$ cat config.mk
export PLATFORM = sky130hd
export DESIGN_NAME = sram_queue_scheduler
export DESIGN_NICKNAME = d
export VERILOG_FILES = /design/src/rtl/sram_queue_scheduler.sv
export SDC_FILE = /design/constraint.sdc
export NUM_CORES = 1
export LEC_CHECK = 0
export BUFFER_PORTS_ARGS = -buffer_cell sky130_fd_sc_hd__buf_2
export CAP_MARGIN = 20
export CORE_ASPECT_RATIO = 2
export CORE_MARGIN = 10
export CORE_UTILIZATION = 40
export CTS_BUF_LIST = sky130_fd_sc_hd__clkbuf_16
export CTS_CLUSTER_DIAMETER = 150
export DETAILED_ROUTE_END_ITERATION = 16
export PLACE_DENSITY = 0.56
export SYNTH_ARGS = -nofsm -noshare
export SYNTH_HDL_FRONTEND = slang
export SYNTH_SLANG_ARGS = --single-unit
$ cat constraint.sdc
create_clock -name clk -period 8.7 [get_ports clk]
set_input_delay 0 -clock clk [delete_from_list [all_inputs] [get_ports clk]]
set_output_delay 0 -clock clk [all_outputs]
set_load 0.05 [all_outputs]
$ cat src/rtl/sram_queue_scheduler.sv
`default_nettype none
// ============================================================================
// Module      : sram_queue_scheduler
// Description : Arbitrates the single SRAM command port among NUM_QUEUES
//               logical FIFOs that share one SRAM. Each queue owns a fixed
//               QUEUE_SIZE-word region addressed as {queue_id, pointer}.
//               Grants are bursts of up to BURST_LEN commands. Write and read
//               phases alternate whenever both have work, which limits bus
//               turnarounds. Each phase has its own round-robin pointer.
// Ports       : clk, reset      - clock, synchronous active-high reset
//               wr_req/wr_pop   - input-FIFO has data / pop on write accept
//               rd_req/rd_issue - output side has room / read accepted
//               mem_cmd_*       - valid/ready command port toward SRAM ctrl
//               q_empty/q_full  - registered per-queue occupancy flags
// Revision    : 1.0 - initial release
// ============================================================================
module sram_queue_scheduler #(
    parameter int NUM_QUEUES     = 4,
    parameter int QUEUE_ID_WIDTH = 2,
    parameter int MEM_ADDR_WIDTH = 19,
    parameter int MEM_NUM_WORDS  = 524288,
    parameter int QUEUE_SIZE     = MEM_NUM_WORDS / NUM_QUEUES,
    parameter int BURST_LEN      = 8
) (
    input  logic                      clk,
    input  logic                      reset,
    input  logic [NUM_QUEUES-1:0]     wr_req,
    output logic [NUM_QUEUES-1:0]     wr_pop,
    input  logic [NUM_QUEUES-1:0]     rd_req,
    output logic [NUM_QUEUES-1:0]     rd_issue,
    output logic                      mem_cmd_valid,
    input  logic                      mem_cmd_ready,
    output logic                      mem_cmd_write,
    output logic [MEM_ADDR_WIDTH-1:0] mem_cmd_addr,
    output logic [QUEUE_ID_WIDTH-1:0] mem_cmd_qid,
    output logic [NUM_QUEUES-1:0]     q_empty,
    output logic [NUM_QUEUES-1:0]     q_full
);

    localparam int c_ptr_w   = MEM_ADDR_WIDTH - QUEUE_ID_WIDTH;
    localparam int c_cnt_w   = c_ptr_w + 1;
    localparam int c_burst_w = 8;
    localparam logic [c_cnt_w-1:0]   c_queue_size = c_cnt_w'(QUEUE_SIZE);
    localparam logic [c_burst_w-1:0] c_burst_len  = c_burst_w'(BURST_LEN);
    localparam logic [NUM_QUEUES-1:0] c_one       = {{(NUM_QUEUES-1){1'b0}}, 1'b1};

    typedef enum logic [1:0] {
        ST_IDLE     = 2'd0,
        ST_WR_BURST = 2'd1,
        ST_RD_BURST = 2'd2
    } state_t;

    state_t                      r_state, w_state_nxt;
    logic [QUEUE_ID_WIDTH-1:0]   r_qid, w_qid_nxt;
    logic [c_burst_w-1:0]        r_burst_cnt, w_burst_cnt_nxt;
    logic                        r_last_wr, w_last_wr_nxt;
    logic [QUEUE_ID_WIDTH-1:0]   r_wr_rr, w_wr_rr_nxt;
    logic [QUEUE_ID_WIDTH-1:0]   r_rd_rr, w_rd_rr_nxt;

    logic [c_ptr_w-1:0]          r_wr_ptr [NUM_QUEUES];
    logic [c_ptr_w-1:0]          r_rd_ptr [NUM_QUEUES];
    logic [c_cnt_w-1:0]          r_occ    [NUM_QUEUES];
    logic [NUM_QUEUES-1:0]       r_q_empty;
    logic [NUM_QUEUES-1:0]       r_q_full;

    logic [NUM_QUEUES-1:0]       w_wr_elig;
    logic [NUM_QUEUES-1:0]       w_rd_elig;
    logic [QUEUE_ID_WIDTH-1:0]   w_wr_pick;
    logic [QUEUE_ID_WIDTH-1:0]   w_rd_pick;
    logic                        w_burst_wr;
    logic                        w_in_burst;
    logic                        w_cur_elig;
    logic                        w_valid;
    logic                        w_accept;
    logic [c_ptr_w-1:0]          w_cur_ptr;
    logic [c_cnt_w-1:0]          w_occ_upd;
    logic [c_burst_w-1:0]        w_burst_inc;
    logic                        w_limit_hit;

    // First eligible queue at or after 'start', wrapping modulo NUM_QUEUES.
    function automatic logic [QUEUE_ID_WIDTH-1:0] rr_pick(
        input logic [NUM_QUEUES-1:0]     elig,
        input logic [QUEUE_ID_WIDTH-1:0] start
    );
        logic [QUEUE_ID_WIDTH-1:0] idx;
        logic                      found;
        rr_pick = start;
        found   = 1'b0;
        for (int i = 0; i < NUM_QUEUES; i++) begin
            idx = start + QUEUE_ID_WIDTH'(i);
            if (!found && elig[idx]) begin
                rr_pick = idx;
                found   = 1'b1;
            end
        end
    endfunction

    assign w_wr_elig = wr_req & ~r_q_full;
    assign w_rd_elig = rd_req & ~r_q_empty;
    assign w_wr_pick = rr_pick(w_wr_elig, r_wr_rr);
    assign w_rd_pick = rr_pick(w_rd_elig, r_rd_rr);

    assign w_burst_wr  = (r_state == ST_WR_BURST);
    assign w_in_burst  = (r_state == ST_WR_BURST) || (r_state == ST_RD_BURST);
    assign w_cur_elig  = w_burst_wr ? w_wr_elig[r_qid] : w_rd_elig[r_qid];
    assign w_valid     = w_in_burst & w_cur_elig;
    assign w_accept    = w_valid & mem_cmd_ready;
    assign w_cur_ptr   = w_burst_wr ? r_wr_ptr[r_qid] : r_rd_ptr[r_qid];
    assign w_occ_upd   = w_burst_wr ? (r_occ[r_qid] + c_cnt_w'(1))
                                    : (r_occ[r_qid] - c_cnt_w'(1));
    assign w_burst_inc = r_burst_cnt + c_burst_w'(1);

    // The accepted command either exhausts the burst budget or fills/drains
    // the queue; in both cases the queue cannot continue this grant.
    assign w_limit_hit = (w_burst_inc == c_burst_len) ||
                         (w_burst_wr ? (w_occ_upd == c_queue_size)
                                     : (w_occ_upd == '0));

    always_comb begin
        w_state_nxt     = r_state;
        w_qid_nxt       = r_qid;
        w_burst_cnt_nxt = r_burst_cnt;
        w_last_wr_nxt   = r_last_wr;
        w_wr_rr_nxt     = r_wr_rr;
        w_rd_rr_nxt     = r_rd_rr;
        case (r_state)
            ST_IDLE: begin
                // Prefer the opposite phase after a write burst so reads are
                // not starved by a continuously refilled input side.
                if (r_last_wr && (|w_rd_elig)) begin
                    w_state_nxt     = ST_RD_BURST;
                    w_qid_nxt       = w_rd_pick;
                    w_burst_cnt_nxt = '0;
                end else if (|w_wr_elig) begin
                    w_state_nxt     = ST_WR_BURST;
                    w_qid_nxt       = w_wr_pick;
                    w_burst_cnt_nxt = '0;
                end else if (|w_rd_elig) begin
                    w_state_nxt     = ST_RD_BURST;
                    w_qid_nxt       = w_rd_pick;
                    w_burst_cnt_nxt = '0;
                end
            end
            ST_WR_BURST, ST_RD_BURST: begin
                if (w_accept) begin
                    w_burst_cnt_nxt = w_burst_inc;
                end
                if (!w_cur_elig || (w_accept && w_limit_hit)) begin
                    w_state_nxt   = ST_IDLE;
                    w_last_wr_nxt = w_burst_wr;
                    if (w_burst_wr) begin
                        w_wr_rr_nxt = r_qid + QUEUE_ID_WIDTH'(1);
                    end else begin
                        w_rd_rr_nxt = r_qid + QUEUE_ID_WIDTH'(1);
                    end
                end
            end
            default: begin
                w_state_nxt = ST_IDLE;
            end
        endcase
    end

    always_ff @(posedge clk) begin
        if (reset) begin
            r_state     <= ST_IDLE;
            r_qid       <= '0;
            r_burst_cnt <= '0;
            r_last_wr   <= 1'b0;
            r_wr_rr     <= '0;
            r_rd_rr     <= '0;
        end else begin
            r_state     <= w_state_nxt;
            r_qid       <= w_qid_nxt;
            r_burst_cnt <= w_burst_cnt_nxt;
            r_last_wr   <= w_last_wr_nxt;
            r_wr_rr     <= w_wr_rr_nxt;
            r_rd_rr     <= w_rd_rr_nxt;
        end
    end

    // Per-queue pointers and occupancy. Only the granted queue can change in
    // a cycle, and only in one direction, so there is never an inc/dec clash.
    // Pointers wrap naturally because QUEUE_SIZE is 2**c_ptr_w.
    always_ff @(posedge clk) begin
        if (reset) begin
            for (int q = 0; q < NUM_QUEUES; q++) begin
                r_wr_ptr[q] <= '0;
                r_rd_ptr[q] <= '0;
                r_occ[q]    <= '0;
            end
            r_q_empty <= '1;
            r_q_full  <= '0;
        end else begin
            for (int q = 0; q < NUM_QUEUES; q++) begin
                if (w_accept && (r_qid == QUEUE_ID_WIDTH'(q))) begin
                    if (w_burst_wr) begin
                        r_wr_ptr[q] <= r_wr_ptr[q] + c_ptr_w'(1);
                    end else begin
                        r_rd_ptr[q] <= r_rd_ptr[q] + c_ptr_w'(1);
                    end
                    r_occ[q]     <= w_occ_upd;
                    r_q_empty[q] <= (w_occ_upd == '0);
                    r_q_full[q]  <= (w_occ_upd == c_queue_size);
                end
            end
        end
    end

    assign mem_cmd_valid = w_valid;
    assign mem_cmd_write = w_burst_wr;
    assign mem_cmd_qid   = r_qid;
    assign mem_cmd_addr  = {r_qid, w_cur_ptr};
    assign wr_pop        = (w_accept &&  w_burst_wr) ? (c_one << r_qid) : '0;
    assign rd_issue      = (w_accept && !w_burst_wr) ? (c_one << r_qid) : '0;
    assign q_empty       = r_q_empty;
    assign q_full        = r_q_full;

endmodule
`default_nettype wire

==> metrics.csv, run 1 <==
stage,metric,value,unit
run_status,status,"finished, final reports clean",
synth,synthCells,1257,
setup_path,worstReg2RegEnd,r_wr_rr[0]$_SDFFE_PP0P_,
setup_path,crit_fanout,41,
global_route,busiest_layer,met2,
floorplanning,die_h,280.7,um
clock_tree,cts_tree,yes,
cells_and_area,drive_above_1_share,0.1346,
setup_path,cp_top_family,compound AO/OA/AOI/OAI gates,
sta,fin_skew,11.36,ps
synth,ys_types,68,
floorplanning,io_pins,50,
setup_path,crit_chain,buf_4 > mux4_2 > fa_1 > a21o_1 > a21oi_1 > o41ai_2 > o31a_1 > o31a_1 > a31o_2 > xnor2_2 > nor4b_4 > o21a_2 > mux2i_1,
floorplanning,initial_core_util,0.4040,
clock_tree,insertion_delay,540,ps
sta,period_minus_slack,5192,ps
route,drcViolationCount,0,
route,wl,36.31,mm
sta,post-route-period-util,0.5968,
global_route,antenna_found_initial,0,
global_route,overflow,0,
global_route,grtUsageMet1,0.1831,
global_route,use_met2,0.3233,
global_route,grt_pass1_vias,9972,
global_route,grt_first_pass_wirelength,56.50,mm
synth,synth_nets,1297,
power,p_per_area,200.5,nW/um^2
synth,yosysWarnings,0,
synth,synthAdderAreaFrac,0.02725,
clock_tree,clkSlewWorstSetupHoldPaths,70,ps
clock_tree,clock_path_buffers,3,
hold_path,hp-class,in -> reg,
setup_path,r2r_setup_slack,3510,ps
synth,synth_top_family_by_area,simple AND/OR/NAND/NOR gates,
cells_and_area,syn_to_final_growth,10.24,%
synth,synth-simple-area-share,0.1952,
setup_path,critPathRequiredTime,9160,ps
sta,holdWs,35.07,ps
global_route,grtUsageTotal,0.1713,
floorplanning,die_x,150.3,um
clock_tree,cts_buffers,24,
setup_path,cp_num_cells,13,
route,vias_per_cell,5.564,
route,wire_per_inst,20.82,um
sta,setup_viol,0,
sta,layout_setup_ws,3508,ps
clock_tree,root_buffer,clkbuf_16,
sta,tightest_slew,794.5,ps
sta,rsz0062_at_grt,no,
cells_and_area,post-route-util,0.4453,
clock_tree,cts_resized,0,
cells_and_area,postLayoutCellArea,14980,um^2
synth,synth-async-reset-ratio,0,
synth,synthMuxAreaShare,0.09603,
sta,slew_headroom,0.4636,
clock_tree,post-cts-setup-buffer-count,0,
floorplanning,die-area,42190,um^2
placement,routabilityCongestion,0.9550,
setup_path,cp-start-kind,flip-flop,
setup_path,cp_slowest_cell,buf_4,
setup_path,crit_top_cell,o31a_1,
route,dr.first_iter.drc_count,705,
cells_and_area,multi_input_area,6487,um^2
power,p_total,3.003,mW
setup_path,max_stage_delay,670,ps
global_route,grtUsageMet3,0.02046,
sta,tns,0,ps
cells_and_area,fill_cells,3182,
synth,syn_area_per_cell,10.81,um^2
clock_tree,cts_sinks,235,
global_route,grt_start_max_net_pins,54,
setup_path,end_kind,flip-flop,
synth,synth_enable_flop_cells,208,
synth,netlist_area,13590,um^2
power,ir_worst_vdd,0.1548,mV
clock_tree,holdBufCountCts,0,
placement,port-buffer-count,49,
run,maxCapViolCount,0,
cells_and_area,nets,1332,
sta,slew_violations,0,
floorplanning,rows,95,
cells_and_area,final_cells,1744,
power,leakage,5.391,nW
placement,dp_slack,3498,ps
sta,hold_viol_final,0,
setup_path,worstPathArrival,5660,ps
synth,synth_xor_area_frac,0.09373,
cells_and_area,regArea,6792,um^2
cells_and_area,antenna_cells,0,
setup_path,crit_buf_inv,1,
synth,ys_seq_area_frac,0.4994,
synth,synth_flop_cell,edfxtp_1,
route,ant_nets,0,
sta,fmax,0.1926,GHz
clock_tree,htreeDepth,1,
synth,synth_compound_area_frac,0.06500,
route,drt-pass1-iter-count,5,
setup_path,ff2ff_path_depth,13,
setup_path,timing_worst_setup_path_type,reg -> reg,
synth,ys_ff_latch,235,
floorplanning,coreArea,33640,um^2
route,vias,9703,
placement,place_inst,1702,
setup_path,crit_end,r_wr_rr[0]$_SDFFE_PP0P_,
placement,dpl.hpwl,26.17,mm
placement,placed_area,14260,um^2
cells by family after synthesis:
kind of cell / after synthesis
compound gates: 125
xor+xnor: 142
mux: 64
flops: 235
simple gates: 585
fa+ha+maj: 29
buf+inv: 77
report_power, final:
part,leakage [nW],total [mW],internal [mW],switching [mW]
clock network,0.388,0.985,0.536,0.449
logic,2.63,0.702,0.241,0.461
registers,2.37,1.32,1.27,0.0473
cells in the final DEF (no fill, tap or decap), drive strengths merged, types with 27 or more instances in the layout:
| cell type | netlist | routed |
|---|---|---|
| xnor2 | 59 | 59 |
| xor2 | 83 | 83 |
| dfxtp | 27 | 27 |
| nor2 | 259 | 259 |
| edfxtp | 208 | 208 |
| and3 | 47 | 47 |
| nand3 | 75 | 75 |
| buf | 18 | 62 |
| ha | 28 | 28 |
| mux4 | 53 | 53 |
| inv | 24 | 33 |
| nand2 | 124 | 124 |
worst min-delay path by stage:
stage,from,endpoint,cells past startpoint
floorplan,reset,r_occ[2][1]$_SDFFCE_PN0P_,2
global placement,r_burst_cnt[7]$_SDFFE_PP0P_,r_burst_cnt[7]$_SDFFE_PP0P_,1
detailed placement,r_burst_cnt[7]$_SDFFE_PP0P_,r_burst_cnt[7]$_SDFFE_PP0P_,1
CTS,reset,r_burst_cnt[3]$_SDFFE_PP0P_,2
global route,reset,r_burst_cnt[3]$_SDFFE_PP0P_,2
finish,reset,r_burst_cnt[3]$_SDFFE_PP0P_,2
sequential cells by signal (all words and copies together) (netlist names), named ones only:
name,count
r_occ,72
r_rd_ptr,68
r_wr_ptr,68
r_burst_cnt,8
q_empty,4
q_full,4
mem_cmd_qid,2
r_rd_rr,2
r_state,2
r_wr_rr,2
r_last_wr,1
routing by layer:
metal	part of all wire	routed length [um]
met5	0	0
met4	0.041	1480
met1	0.36	13240
met2	0.56	20200
met3	0.038	1391
synth_stat cells (all sizes together), types with 12 or more instances:
| cell type | number | area (um^2) |
|---|---|---|
| and3 | 47 | 294.0 |
| nor2 | 259 | 972.2 |
| xnor2 | 59 | 539.3 |
| dfxtp | 27 | 540.5 |
| clkbuf | 35 | 131.4 |
| nand2 | 124 | 465.5 |
| edfxtp | 208 | 6246 |
| xor2 | 83 | 734.5 |
| o21ai | 26 | 133.9 |
| buf | 18 | 96.33 |
| nand3 | 75 | 375.4 |
| inv | 24 | 90.09 |
| nand2b | 22 | 137.6 |
| ha | 28 | 350.3 |
| a21oi | 22 | 110.1 |
| mux4 | 53 | 1194 |
| nand4 | 12 | 75.07 |
area by class of cell:
type	instances	share of cell area
Sequential cell	235	0.4534
Multi-Input combinational cell	945	0.4331
Clock buffer	26	0.04343
Tap cell	436	0.03642
Timing Repair Buffer	62	0.02288
Inverter	24	0.006014
Clock inverter	16	0.004844
(Power assumes the default switching activity.)
==> run 2, diff against run 1 <==
--- a/config.mk
+++ b/config.mk
@@ -13,7 +13,7 @@
 export CTS_BUF_LIST = sky130_fd_sc_hd__clkbuf_16
 export CTS_CLUSTER_DIAMETER = 150
 export DETAILED_ROUTE_END_ITERATION = 16
-export PLACE_DENSITY = 0.56
+export PLACE_DENSITY = 0.58
 export SYNTH_ARGS = -nofsm -noshare
 export SYNTH_HDL_FRONTEND = slang
 export SYNTH_SLANG_ARGS = --single-unit
==> constraint.sdc (replaced) <==
create_clock -name clk -period 4.7 [get_ports clk]
set_input_delay 0 -clock clk [delete_from_list [all_inputs] [get_ports clk]]
set_output_delay 0 -clock clk [all_outputs]
set_load 0.05 [all_outputs]
==> metrics.csv, run 2 (synthesized netlist as in run 1, its figures left out) <==
stage,metric,value,unit,change
power,combPwrFrac,0.233,,about the same
sta,fmax,0.2269,GHz,+18%
global_route,grt_first_pass_wirelength,56.81,mm,+0.55%
setup_path,cp_top_family,compound AO/OA/AOI/OAI gates,,
clock_tree,cts_sinks,235,,unchanged
setup_path,cp_num_cells,12,,-1
clock_tree,htreeDepth,1,,unchanged
route,vias_per_cell,5.555,,-0.16%
route,dr.first_iter.drc_count,573,,-19%
cells_and_area,reg_top3,"r_occ: 72 flops, r_rd_ptr: 68 flops, r_wr_ptr: 68 flops",,
placement,place_inst,1715,,+0.76%
cells_and_area,antenna_cells,0,,unchanged
setup_path,crit_chain,mux4_2 > fa_1 > a21o_1 > a21oi_1 > o41ai_2 > o31a_1 > o31a_1 > xnor2_2 > nand4_1 > nor4b_4 > o21a_2 > mux2i_1,,
hold_path,hp-class,in -> reg,,
cells_and_area,fill_cells,3174,,-0.25%
power,p_per_area,382.2,nW/um^2,+91%
sta,tightest_slew,714.6,ps,-79.96 ps
cells_and_area,drive_above_1_share,0.1495,,+0.01499
cells_and_area,nets,1346,,+1.1%
clock_tree,root_buffer,clkbuf_16,,
run,maxCapViolCount,0,,unchanged
floorplanning,io_pins,50,,unchanged
global_route,grtUsageTotal,0.1739,,+0.002624
route,ant_nets,0,,unchanged
sta,setup_viol,0,,unchanged
clock_tree,cts_tree,yes,,
placement,placed_area,14360,um^2,+0.68%
cells_and_area,final_cells,1760,,+0.92%
power,p_clk_frac,0.346,,+0.018
route,drt-pass1-iter-count,5,,unchanged
floorplanning,die-area,42190,um^2,unchanged
cells_and_area,syn_to_final_growth,11.75,%,
route,drcViolationCount,0,,unchanged
sta,fin_skew,12.53,ps,+1.166 ps
power,p_sw_frac,0.3110,,-0.007693
global_route,antenna_found_initial,0,,unchanged
setup_path,critPathRequiredTime,5170,ps,-3990 ps
sta,post-route-period-util,0.9376,,+0.3408
power,p_total,5.804,mW,+93%
placement,dpl.hpwl,27.04,mm,+3.3%
cells_and_area,largest_reg_flops,72,,unchanged
floorplanning,die_x,150.3,um,unchanged
sta,period_minus_slack,4407,ps,-785.5 ps
hold_path,min_from,wr_req[1],,
sta,rsz0062_at_grt,no,,
cells_and_area,layout_common_cells,"259 x nor2_1, 208 x edfxtp_1, 124 x nand2_1",,
global_route,overflow,0,,unchanged
setup_path,worstReg2RegEnd,r_wr_rr[1]$_SDFFE_PP0P_,,
cells_and_area,postLayoutCellArea,15190,um^2,+1.4%
clock_tree,cts_buffers,24,,unchanged
power,p_sw,1.805,mW,+89%
global_route,grt_pass1_vias,10161,,+1.9%
cells_and_area,final_common_cell,nor2_1,,
sta,hold_viol_final,0,,unchanged
power,leakage,5.501,nW,+2.0%
floorplanning,coreArea,33640,um^2,unchanged
power,ir_worst_vdd,0.2485,mV,+61%
global_route,grt_start_max_net_pins,54,,unchanged
setup_path,crit_buf_inv,0,,-1
setup_path,timing_worst_setup_path_type,reg -> reg,,
sta,holdWs,131.5,ps,+96.46 ps
floorplanning,initial_core_util,0.4040,,unchanged
floorplanning,rows,95,,unchanged
clock_tree,post-cts-setup-buffer-count,0,,unchanged
sta,tns,0,ps,unchanged
sta,slew_headroom,0.5236,,+0.06003
route,wire_per_inst,20.67,um,-0.72%
setup_path,cp-start-kind,flip-flop,,
power,p_int,3.998,mW,+95%
setup_path,max_stage_delay,640,ps,-30 ps
placement,port-buffer-count,49,,unchanged
route,wl,36.39,mm,+0.20%
clock_tree,clock_path_buffers,3,,unchanged
setup_path,cp_slowest_cell,mux4_2,,
route,vias,9776,,+0.75%
setup_path,r2r_setup_slack,290,ps,-3210 ps
setup_path,crit_fanout,9,,-78%
sta,slew_violations,0,,unchanged
placement,routabilityCongestion,0.8765,,-8.2%
clock_tree,clkSlewWorstSetupHoldPaths,60,ps,about the same
setup_path,crit_top_cell,o31a_1,,
setup_path,ff2ff_path_depth,12,,-1
cells_and_area,regMostFlops,r_occ,,
setup_path,worstPathArrival,4870,ps,-790 ps
floorplanning,die_h,280.7,um,unchanged
setup_path,end_kind,flip-flop,,
clock_tree,insertion_delay,540,ps,about the same
run_status,status,"finished, final reports clean",,
power,sequentialPowerShare,0.421,,-0.017
hold_path,worstHoldPathCells,6,,+4
[run 2: changes by cell type in the layout (fill, tap and decap cells not counted), sizes merged]
| cell | change |
|---|---|
| buf | +13 |
| bufinv | +3 |
| inv | -2 |
| clkinv | +1 |
| dlygate4sd3 | +1 |
[run 2: layout make-up]
class,instances,area (um^2),share of cell area
multi-input combinational,945,6495,0.4277
sequential,235,6792,0.4472
tap,436,545.5,0.03592
timing repair buffer,76,450.4,0.02966
clock buffer,26,650.6,0.04284
inverter,24,90.09,0.005932
clock inverter,18,162.7,0.01071
[run 2: metal layers]
metal  share of wire  vias up  global-route usage  wire length [um]
met5               0        -                   0                 0
met4           0.048        0             0.08183              1751
met2            0.57      217              0.3389             20660
met1            0.35     4862              0.1733             12720
li1                -     4602                   -                 -
met3           0.034       95             0.02223              1249
[run 2: timing repair]
| action | 4_1_cts | 5_1_grt |
|---|---|---|
| hold endpoints to repair | 2 | 0 |
| gates resized for setup | 0 | 1 |
| endpoints found under the setup margin | 0 | 2 |
| hold buffers | 1 | 0 |
[run 2: how the worst max path moves through the flow]
stage               from                       to  slack (ps)
2_1_floorplan  flip-flop  r_wr_rr[0]$_SDFFE_PP0P_          40
3_3_place_gp   flip-flop  r_wr_rr[0]$_SDFFE_PP0P_         360
3_5_place_dp   flip-flop  r_wr_rr[1]$_SDFFE_PP0P_         270
4_1_cts        flip-flop  r_wr_rr[1]$_SDFFE_PP0P_         260
5_1_grt        flip-flop  r_wr_rr[1]$_SDFFE_PP0P_          10
6_report       flip-flop  r_wr_rr[1]$_SDFFE_PP0P_         290
[run 2: worst register-to-register path, delay by kind of cell, from the launching register on]
kind	cells	cell delay [ps]
compound gates	6	1530
mux	2	820
simple gates	2	760
fa+ha+maj	1	490
flops	1	470
xor+xnor	1	270
[run 2: power by group through the flow]
stage          Combinational (mW)  Sequential (mW)  Clock (mW)
2_1_floorplan               0.984             2.45           0
3_3_place_gp                 1.35             2.48           0
3_5_place_dp                 1.35             2.49           0
4_1_cts                      1.36             2.44        2.05
5_1_grt                      1.46             2.45        2.13
6_report                     1.35             2.44        2.01
[run 2: per-stage QoR]
stage	setup slack (ps)	utilization
2_1_floorplan	41.09	-
3_3_place_gp	358.7	0.4267
3_5_place_dp	273.4	0.4267
4_1_cts	258.5	0.4512
5_1_grt	13.83	0.4514
6_report	293.3	0.4514
